==> src/rtl/ysyx_23060184_mem_arbiter.sv <==
// Shares one AXI4-Lite slave port between NUM_MASTERS requesters (0 = IFU, 1 = LSU).
// Define ARB_ROUND_ROBIN_EN for round-robin arbitration; otherwise the highest index wins.
module ysyx_23060184_mem_arbiter #(
   parameter int NUM_MASTERS = 2,
   parameter int ADDR_WIDTH  = 32,
   parameter int DATA_WIDTH  = 32
) (
   input  logic                                  clk,
   input  logic                                  rst,
   input  logic [NUM_MASTERS-1:0]                req,
   output logic [NUM_MASTERS-1:0]                grant,
   input  logic [NUM_MASTERS*ADDR_WIDTH-1:0]     m_araddr,
   input  logic [NUM_MASTERS-1:0]                m_arvalid,
   output logic [NUM_MASTERS-1:0]                m_arready,
   output logic [DATA_WIDTH-1:0]                 m_rdata,
   output logic [1:0]                            m_rresp,
   output logic [NUM_MASTERS-1:0]                m_rvalid,
   input  logic [NUM_MASTERS-1:0]                m_rready,
   input  logic [NUM_MASTERS*ADDR_WIDTH-1:0]     m_awaddr,
   input  logic [NUM_MASTERS-1:0]                m_awvalid,
   output logic [NUM_MASTERS-1:0]                m_awready,
   input  logic [NUM_MASTERS*DATA_WIDTH-1:0]     m_wdata,
   input  logic [NUM_MASTERS*DATA_WIDTH/8-1:0]   m_wstrb,
   input  logic [NUM_MASTERS-1:0]                m_wvalid,
   output logic [NUM_MASTERS-1:0]                m_wready,
   output logic [1:0]                            m_bresp,
   output logic [NUM_MASTERS-1:0]                m_bvalid,
   input  logic [NUM_MASTERS-1:0]                m_bready,
   output logic [ADDR_WIDTH-1:0]                 s_araddr,
   output logic                                  s_arvalid,
   input  logic                                  s_arready,
   input  logic [DATA_WIDTH-1:0]                 s_rdata,
   input  logic [1:0]                            s_rresp,
   input  logic                                  s_rvalid,
   output logic                                  s_rready,
   output logic [ADDR_WIDTH-1:0]                 s_awaddr,
   output logic                                  s_awvalid,
   input  logic                                  s_awready,
   output logic [DATA_WIDTH-1:0]                 s_wdata,
   output logic [DATA_WIDTH/8-1:0]               s_wstrb,
   output logic                                  s_wvalid,
   input  logic                                  s_wready,
   input  logic [1:0]                            s_bresp,
   input  logic                                  s_bvalid,
   output logic                                  s_bready
);

   localparam int SW = DATA_WIDTH / 8;
   localparam int IW = (NUM_MASTERS > 1) ? $clog2(NUM_MASTERS) : 1;

   typedef enum logic [1:0] {IDLE, GRANT, RDATA, WRESP} state_t;

   state_t                 state, state_nx;
   logic [NUM_MASTERS-1:0] winner;
   logic [IW-1:0]          widx, gidx;
   logic                   gact, aw_en, ar_hs, aw_hs;

`ifdef ARB_ROUND_ROBIN_EN
   logic [IW-1:0] last;
   logic [IW-1:0] cand;
   logic          found;

   // Search starts just after the last winner, so it has lowest priority.
   always_comb begin
      widx  = '0;
      cand  = '0;
      found = 1'b0;
      for (int k = 1; k <= NUM_MASTERS; k++) begin
         cand = IW'((int'(last) + k) % NUM_MASTERS);
         if (!found && req[cand]) begin
            found = 1'b1;
            widx  = cand;
         end
      end
   end

   always_ff @(posedge clk) begin
      if (rst)
         last <= IW'(NUM_MASTERS - 1);
      else if (state == IDLE && |req)
         last <= widx;
   end
`else
   always_comb begin
      widx = '0;
      for (int i = 0; i < NUM_MASTERS; i++)
         if (req[i]) widx = IW'(i);
   end
`endif

   assign winner = (|req) ? (NUM_MASTERS'(1) << widx) : '0;

   always_ff @(posedge clk) begin
      if (rst) begin
         state <= IDLE;
         grant <= '0;
      end else begin
         state <= state_nx;
         if (state == IDLE)
            grant <= winner;
         else if (state_nx == IDLE)
            grant <= '0;
      end
   end

   always_comb begin
      state_nx = state;
      case (state)
         IDLE:    if (|req) state_nx = GRANT;
         GRANT:   if (ar_hs) state_nx = RDATA;
                  else if (aw_hs) state_nx = WRESP;
         RDATA:   if (s_rvalid && s_rready) state_nx = IDLE;
         WRESP:   if (s_bvalid && s_bready) state_nx = IDLE;
         default: state_nx = IDLE;
      endcase
   end

   always_comb begin
      gidx = '0;
      for (int i = 0; i < NUM_MASTERS; i++)
         if (grant[i]) gidx = IW'(i);
   end

   assign gact  = |grant;
   // A pending read from the granted master holds off its AW.
   assign aw_en = gact && (state == GRANT) && !m_arvalid[gidx];
   assign ar_hs = s_arvalid && s_arready;
   assign aw_hs = s_awvalid && s_awready;

   always_comb begin
      s_araddr  = '0;
      s_arvalid = 1'b0;
      s_rready  = 1'b0;
      s_awaddr  = '0;
      s_awvalid = 1'b0;
      s_wdata   = '0;
      s_wstrb   = '0;
      s_wvalid  = 1'b0;
      s_bready  = 1'b0;
      m_arready = '0;
      m_rvalid  = '0;
      m_awready = '0;
      m_wready  = '0;
      m_bvalid  = '0;
      if (gact) begin
         s_araddr = m_araddr[gidx*ADDR_WIDTH +: ADDR_WIDTH];
         s_awaddr = m_awaddr[gidx*ADDR_WIDTH +: ADDR_WIDTH];
         s_wdata  = m_wdata[gidx*DATA_WIDTH +: DATA_WIDTH];
         s_wstrb  = m_wstrb[gidx*SW +: SW];
         if (state == GRANT) begin
            s_arvalid       = m_arvalid[gidx];
            m_arready[gidx] = s_arready;
            s_awvalid       = aw_en && m_awvalid[gidx];
            m_awready[gidx] = aw_en && s_awready;
         end
         if (state == GRANT || state == WRESP) begin
            s_wvalid       = m_wvalid[gidx];
            m_wready[gidx] = s_wready;
         end
         if (state == RDATA) begin
            s_rready       = m_rready[gidx];
            m_rvalid[gidx] = s_rvalid;
         end
         if (state == WRESP) begin
            s_bready       = m_bready[gidx];
            m_bvalid[gidx] = s_bvalid;
         end
      end
   end

   assign m_rdata = s_rdata;
   assign m_rresp = s_rresp;
   assign m_bresp = s_bresp;

   a_grant_onehot0: assert property (@(posedge clk) disable iff (rst) $onehot0(grant));
   a_grant_stable:  assert property (@(posedge clk) disable iff (rst)
                       (state != IDLE && state_nx != IDLE) |=> $stable(grant));

endmodule

==> config.mk <==
export PLATFORM = sky130hd
export DESIGN_NAME = ysyx_23060184_mem_arbiter
export DESIGN_NICKNAME = d
export VERILOG_FILES = /design/src/rtl/ysyx_23060184_mem_arbiter.sv
export SDC_FILE = /design/constraint.sdc
export NUM_CORES = 1
export LEC_CHECK = 0
export CAP_MARGIN = 15
export CELL_PAD_IN_SITES_DETAIL_PLACEMENT = 0
export CELL_PAD_IN_SITES_GLOBAL_PLACEMENT = 1
export CORE_AREA = 2 2 159 161
export DETAILED_ROUTE_END_ITERATION = 12
export DIE_AREA = 0 0 161 163
export PLACE_DENSITY = 0.67
export RECOVER_POWER = 25
export SETUP_SLACK_MARGIN = 0.15
export SYNTH_ARGS = -nofsm -noshare
export SYNTH_HDL_FRONTEND = slang
export SYNTH_SLANG_ARGS = --single-unit
==> constraint.sdc <==
create_clock -name clk -period 1.5 [get_ports clk]
set_clock_uncertainty 0.05 [all_clocks]
set_input_delay 0.3 -clock clk [delete_from_list [all_inputs] [get_ports clk]]
set_output_delay 0.3 -clock clk [all_outputs]
set_load 0.02 [all_outputs]
* Word level (Yosys, flattened, before mapping)
Index checks and enable logic that the tools add are counted.
** Operators by class
- Bitwise logic cells :: 5
- Multipliers :: 0
- Reduce and logical (&&, ||, !) cells :: 16
- Divide/modulo/power cells :: 0
- Eq/ne operators :: 3
- Add/subtract/negate cells :: 0
- Muxes and demuxes :: 47
- Shift operators :: 5
- Magnitude comparators :: 2
** Operators with widths (count)
- $shiftx 64x7->32 :: 3
- $mux 32 :: 3
- $mux 2 :: 18
- $mux 1 :: 23
- $and 2x2->2 :: 5
- $logic_and 1x1->1 :: 9
- $pmux 2 s4 :: 1
- $shiftx 8x4->4 :: 1
- $eq 2x2->1 const B :: 2
- $logic_not 2->1 :: 2
- $mux 4 :: 1
- $reduce_or 2->1 :: 2
- $eq 2x1->1 const B :: 1
- $lt 1x2->1 const B :: 1
- $reduce_bool 2->1 :: 1
- $shl 1x1->2 const A :: 1
- $demux 1 s1 :: 1
- $ge 1x1->1 const B :: 1
- $logic_not 1->1 :: 1
- $logic_or 1x1->1 :: 1
** Word-level totals
- Memories kept :: 0
- Logic and storage cells :: 80
- Memory bits (read-only) :: 0
- Flip-flop bits (word level) :: 4
- Output and inout bits :: 153
- Bits in writable memories :: 0
- Bits in latches :: 0

* Logic depth before layout (Yosys ltp)
Gate-level depths: netlist of run 1.
- Depth in word-level cells :: 15
- Mapped depth :: 7
- Gate-level depth less buffers :: 5

* Worst setup path after synthesis of run 1
Ideal clock, no wire load.
- Path type :: reg-to-output
- Start :: reg grant[0]
- End :: out m_rvalid[0]
- Stages on the path, launching flop included :: 7
- Required time :: 1.150 ns
- Arrival time :: 1.475 ns
- Setup slack :: -0.325 ns
- Path through :: dfxtp_1 -> nor2b_1 -> buf_2 -> buf_2 -> buf_2 -> nand2_1 -> nor2_1
** Between the ends
- Cells in the longest elaborated chain, start to end :: 2
** RTL lines
- start, declared :: RTL line 11 : output logic [NUM_MASTERS-1:0] grant,
- start signal, assigned :: RTL line 100 : grant <= winner;
- $reduce_or 2->1 :: RTL line 124 : assign gact = |grant;
- $mux 2 :: RTL line 145 : if (gact) begin
- end, declared :: RTL line 17 : output logic [NUM_MASTERS-1:0] m_rvalid,
No other way between the ends.

* Worst setup path after layout of run 1
- Start :: reg grant[1]
- End :: out s_wdata[13]
** Between the ends
- Cells in the longest elaborated chain, start to end :: 3
** RTL lines
- $mux 1 :: RTL line 121 : if (grant[i]) gidx = IW'(i);
- $shiftx 64x7->32 :: RTL line 148 : s_wdata = m_wdata[gidx*DATA_WIDTH +: DATA_WIDTH];
- $mux 32 * :: RTL line 145
- end, declared :: RTL line 39 : output logic [DATA_WIDTH-1:0] s_wdata,
Mark *: on every way between the ends. The rest lies on a longest branch, timed or not.

==> results of run 1 <==
-- area by class of cell --
| cell class | count | area (sq um) |
|---|---|---|
| timing repair buffer | 423 | 4480 |
| sequential | 4 | 87.6 |
| fill | 2614 | 17800 |
| multi-input combinational | 158 | 1760 |
| inverter | 1 | 3.75 |
| tap | 330 | 413 |
| clock buffer | 4 | 78.8 |
-- layout by cell type, fill, tap and decap left out, types with 5 or more instances in the layout --
| cell | synthesis | final |
|---|---|---|
| nand2_1 | 8 | 8 |
| nor2_1 | 13 | 5 |
| a22o_4 | 0 | 48 |
| buf_12 | 0 | 13 |
| buf_2 | 13 | 13 |
| nor2_4 | 0 | 5 |
| buf_6 | 1 | 108 |
| buf_4 | 37 | 54 |
| a22o_1 | 100 | 52 |
| buf_16 | 0 | 6 |
| clkbuf_16 | 0 | 8 |
| clkdlybuf4s50_1 | 0 | 216 |
-- through the flow --
step                hold slack (ns)  power [mW]
CTS                           0.435        2.72
floorplan                     0.319        1.02
detailed placement            0.428        2.13
finish                        0.432        2.85
global placement              0.429        2.13
global route                  0.449        2.98
-- repair_timing --
| item | CTS | global route |
|---|---|---|
| pin swaps | 19 | 19 |
| gates cloned | 5 | 5 |
| setup endpoints to repair | 121 | 121 |
| gates resized for setup | 577 | 75 |
| buffers inserted | 14 | 9 |
-- final timing paths --
kind | slack, ns | end | cells past startpoint
hold reg to reg | 0.43 | grant[0] | 2
setup / recovery | -0.36 | s_wdata[13] | 6
hold / removal | 0.43 | grant[0] | 2
setup reg to reg | -0.32 | grant[1] | 8
-- per-layer routing --
layer	up-vias	global-route usage	part of all wire
met3	14	0.0247	0.078
met1	1567	0.122	0.39
met2	190	0.197	0.53
li1	1597	-	-
met4	0	0.0106	0.0065
met5	-	0	0
-- cell usage after synthesis (all sizes together) --
master	number
o211ai	2
mux2i	1
and4	1
and3	3
a22o	100
inv	1
nor4	1
o21ai	4
dfxtp	4
nor2	13
nand2b	2
and4b	1
a22oi	3
nor3b	1
nor2b	4
nand3b	2
and3b	1
o31a	1
and2b	1
a21oi	1
nand2	9
a41oi	1
a31oi	1
clkbuf	8
nand3	4
buf	55
a311o	1
-- power by group through the flow --
stage          combinational, mW  clock (mW)  sequential (mW)
6_report                    2.30       0.426            0.121
4_1_cts                     2.17       0.433            0.120
3_5_place_dp                2.01           0            0.123
2_1_floorplan              0.896           0            0.120
3_3_place_gp                2.01           0            0.123
5_1_grt                     2.42       0.441            0.122
-- critical path: cells and delay by family (launching register included) --
family          cells  cell delay, ns
buf+inv             5            0.64
flops               1            0.36
compound gates      1            0.26
-- logic make-up after synthesis --
group                  count (synthesis)  share of synthesized area
AOI/OAI and AO/OA                    114                      0.575
buffers and inverters                 64                      0.236
muxes                                  1                    0.00587
DFF                                    4                     0.0470
and+or+nand+nor                       43                      0.136
-- state kept, by name, indices dropped and copies added, names as in the netlist --
signal,cells
grant,2
state,2
==> impl_metrics.json, run 1 <==
{
  "crit_slowest_cell": "dfxtp_4",
  "power.leakage_nw": 2.94,
  "end_kind": "primary output",
  "cap_violations": 0,
  "netSwitchingFraction": 0.338,
  "hold_viol": 0,
  "cp.required_ns": 1.15,
  "crit_type": "flop to primary output",
  "peakVddDrop_v": 0.000244,
  "cts_hold_buf": 0,
  "cts_buffers": 3,
  "critical-path-max-stage-delay_ns": 0.36,
  "dieArea_sq_um": 26200,
  "hold_start": "grant[0]",
  "relSlewSlack": 0.714,
  "synthesis.area_sq_um": 1700,
  "vias": 3368,
  "drv_slew": 0,
  "cts_sinks": 4,
  "fin_setup_tns_ns": -31.39,
  "place_congestion": 0.746,
  "viasPerCell": 3.66,
  "yosysUniqueCellTypes": 32,
  "dieHeight_microns": 163,
  "ys_seq_area_frac": 0.0470,
  "crit_fanout": 8,
  "rows": 58,
  "crit_arrival_ns": 1.51,
  "grt_pass1_vias": 3357,
  "timing.critical_path.from_type": "flop",
  "fin_crit_sh": 1.24,
  "n_antenna_cell": 0,
  "drtPass1Iterations": 4,
  "die_w_microns": 161,
  "synth_top_area_share": 0.514,
  "grt_max_degree": 28,
  "globalRouteOverflowTotal": 0,
  "dpl_cell_area_sq_um": 6030,
  "cell_internal_pwr_mw": 1.89,
  "p_comb_frac": 0.808,
  "final_nets": 846,
  "pwr-share-clk": 0.150,
  "crit_path_frequent_cell": "buf_12",
  "core_sq_um": 24700,
  "violations": "negative setup slack",
  "grt.total_usage": 0.104,
  "clk_latency_ns": 0.22,
  "ios": 408,
  "synth_nets": 481,
  "port-buffer-count": 335,
  "reg2reg_from": "grant[1]",
  "max_freq_ghz": 0.539,
  "drtIter0Drc": 75,
  "path_clk_slew_ns": 0.03,
  "final_layout_size_suffix_gt1_frac": 0.478,
  "power.switching_mw": 0.962,
  "start_util": 0.0691,
  "final_area_sq_um": 6820,
  "finalWorstSetupSlack_ns": -0.357,
  "hp-class": "flop to flop",
  "syn2layout_area_growth_pct": 300,
  "syn_inst": 226,
  "fin_util": 0.277,
  "critical_path.cell_chain": "buf_6, buf_12, buf_6, buf_12, a22o_4, buf_12",
  "seqPwrFrac": 0.042,
  "setup_violations": 118,
  "htree_num_levels": 1,
  "dp.cells": 883,
  "rsz0062_at_grt": "true",
  "post-route-drc-count": 0,
  "syn_area_per_cell_sq_um": 7.54,
  "yosys_warnings": 0,
  "cts_tree": "done",
  "instances_no_fill": 920,
  "crit_start": "grant[1]",
  "synth_top_cells_by_area": "a22o_1 (51%), buf_4 (16%), dfxtp_1 (4.7%)",
  "clockBufferDepth": 2,
  "power.density_nw_per_um2": 418,
  "cts_root_buf": "clkbuf_16",
  "pre_cts_slack_ns": -0.763,
  "ys_ff_latch": 4,
  "status": "complete, but fails checks",
  "antenna_found_initial": 0,
  "grt_pass1_wl_microns": 20800,
  "tightest_slew_ns": 0.424,
  "routedWlPerCell_microns": 17.1,
  "fin_crit_ns": 1.86,
  "yosys.area.top_type": "a22o_1",
  "routed_wl_microns": 15800,
  "dp_hpwl_microns": 12300,
  "antenna_left": 0
}
(Power assumes the default switching activity.)
==> run 2: changes to the inputs <==
--- a/config.mk
+++ b/config.mk
@@ -9,6 +9,7 @@
 export CELL_PAD_IN_SITES_DETAIL_PLACEMENT = 0
 export CELL_PAD_IN_SITES_GLOBAL_PLACEMENT = 1
 export CORE_AREA = 2 2 159 161
+export CTS_CLUSTER_SIZE = 14
 export DETAILED_ROUTE_END_ITERATION = 12
 export DIE_AREA = 0 0 161 163
 export PLACE_DENSITY = 0.67
==> constraint.sdc (replaced) <==
create_clock -name clk -period 1.5 [get_ports clk]
set_clock_uncertainty 0.05 [all_clocks]
set_input_delay 0.45 -clock clk [delete_from_list [all_inputs] [get_ports clk]]
set_output_delay 0.45 -clock clk [all_outputs]
set_load 0.02 [all_outputs]
==> impl_metrics.json, run 2 (synthesis gave the netlist of run 1 again) <==
{
  "critical_path.cell_chain": "buf_4, bufbuf_16, a22o_4, buf_4",
  "grt_pass1_vias": 3275,
  "die_w_microns": 161,
  "final_cell_mix": "clkdlybuf4s50_1 (209), buf_6 (104), a22o_1 (60)",
  "hp-class": "flop to flop",
  "cts_hold_buf": 0,
  "clockBufferDepth": 2,
  "reg2reg_slack_ns": -0.41,
  "n_antenna_cell": 0,
  "drv_slew": 0,
  "seqPwrFrac": 0.045,
  "relSlewSlack": 0.783,
  "crit_type": "flop to primary output",
  "start_util": 0.0691,
  "timing.critical_path.from_type": "flop",
  "pwr-share-clk": 0.151,
  "grt_max_degree": 22,
  "clk_latency_ns": 0.22,
  "drtPass1Iterations": 4,
  "reg2reg_from": "grant[1]",
  "final_nets": 826,
  "peakVddDrop_v": 0.000429,
  "globalRouteOverflowTotal": 0,
  "hold_viol": 0,
  "p_comb_frac": 0.804,
  "max_freq_ghz": 0.501,
  "cts_sinks": 4,
  "fin_crit_sh": 1.33,
  "ios": 408,
  "antenna_found_initial": 0,
  "dieArea_sq_um": 26200,
  "worst_hold_slack_ns": 0.699,
  "reg_top3": "grant: 2 flops, state: 2 flops",
  "crit_fanout": 15,
  "crit_slowest_cell": "dfxtp_4",
  "syn2layout_area_growth_pct": 288,
  "vias": 3253,
  "routed_wl_microns": 14900,
  "cp.required_ns": 1.00,
  "hold_start": "state[1]",
  "rows": 58,
  "critPathBufInv": 3,
  "antenna_left": 0,
  "dieHeight_microns": 163,
  "power.switching_mw": 0.929,
  "drtIter0Drc": 79,
  "tightest_slew_ns": 0.326,
  "cell_internal_pwr_mw": 1.80,
  "final_layout_size_suffix_gt1_frac": 0.459,
  "fin_crit_ns": 2.00,
  "routedWlPerCell_microns": 16.5,
  "post-route-drc-count": 0,
  "rr_endpoint": "state[1]",
  "cts_root_buf": "clkbuf_16",
  "finalWorstSetupSlack_ns": -0.495,
  "cts_buffers": 3,
  "cts_tree": "done",
  "rsz0062_at_grt": "true",
  "violations": "negative setup slack",
  "place_congestion": 0.700,
  "grt.total_usage": 0.0980,
  "finalPower_mw": 2.73,
  "core_sq_um": 24700,
  "path_clk_slew_ns": 0.03,
  "grt_pass1_wl_microns": 20000,
  "power.leakage_nw": 2.80,
  "port-buffer-count": 335,
  "netSwitchingFraction": 0.341,
  "min_to": "grant[1]",
  "crit_family": "buffers and inverters",
  "power.density_nw_per_um2": 412,
  "status": "complete, but fails checks",
  "crit_start": "grant[1]",
  "cap_violations": 0,
  "setup_violations": 120,
  "ff2ff_path_depth": 9,
  "instances_no_fill": 899,
  "htree_num_levels": 1,
  "dp_hpwl_microns": 10700,
  "dp.cells": 867,
  "mostFrequentLayoutCell": "clkdlybuf4s50_1",
  "end_kind": "primary output",
  "crit_path_frequent_cell": "buf_4",
  "crit_arrival_ns": 1.50,
  "critical-path-max-stage-delay_ns": 0.36,
  "whs_path_depth": 4,
  "viasPerCell": 3.62
}
==> run 2: cell types whose count changed in the layout (fill, tap and decap cells not counted), sizes merged <==
cell and change:
buf -19, clkdlybuf4s50 -7, clkbuf -5, dlygate4sd2 +5
clkdlybuf4s15 +3, bufbuf +1, dlymetal6s2s +1
==> run 2: layout make-up <==
class | instances | area [sq um]
flip-flops and latches | 4 | 88.8
multi-input cells | 158 | 1720
inverters | 1 | 3.75
clock buffers | 3 | 75.1
well taps | 330 | 413
repair buffers | 403 | 4320
fillers | 2641 | 18100
==> run 2: worst max-delay path by stage <==
stage                              end  slack (ns)  cells past startpoint
final                      s_wdata[30]       -0.50                      4
after global routing         s_arvalid       -0.54                      7
after CTS                   s_wdata[7]       -0.53                      6
after detailed placement  m_awready[0]       -1.08                      5
after global placement    m_awready[1]       -1.05                      5
after floorplan           s_awaddr[10]       -0.21                      6
==> run 2: routing by layer <==
| metal | track usage | part of all wire |
|---|---|---|
| met5 | 0 | 0 |
| met4 | 0.0101 | 0.0085 |
| met3 | 0.0209 | 0.073 |
| met1 | 0.122 | 0.42 |
| met2 | 0.179 | 0.50 |
==> run 2: timing repair <==
item / in CTS / in global routing
gates resized for setup: 586 / 110
endpoints found under the setup margin: 121 / 121
setup buffers: 11 / 7
pin swaps: 17 / 11
gates cloned: 7 / 4
==> run 2: tightest hold or removal path, delay by kind of cell, from the launching register on <==
| family | cells | cell delay (ns) |
|---|---|---|
| DFF | 1 | 0.31 |
| AOI/OAI and AO/OA | 1 | 0.06 |
| buffers and inverters | 1 | 0.17 |
| and+or+nand+nor | 2 | 0.17 |
==> run 2: per-stage QoR <==
stage,utilization,cell area (sq um),TNS (ns),worst slack [ns]
6_report,0.268,6620,-48.03,-0.495
5_1_grt,0.268,6620,-53.80,-0.540
4_1_cts,0.249,6150,-47.49,-0.527
3_5_place_dp,0.238,5870,-79.79,-1.08
3_3_place_gp,0.238,5870,-79.70,-1.05
2_1_floorplan,-,2200,-18.08,-0.214
==> run 2: power groups by stage <==
stage,logic [mW],clock network [mW],registers [mW]
floorplan,0.904,0,0.122
global placement,1.92,0,0.125
detailed placement,1.92,0,0.124
CTS,2.02,0.421,0.123
global route,2.31,0.435,0.123
finish,2.19,0.412,0.122
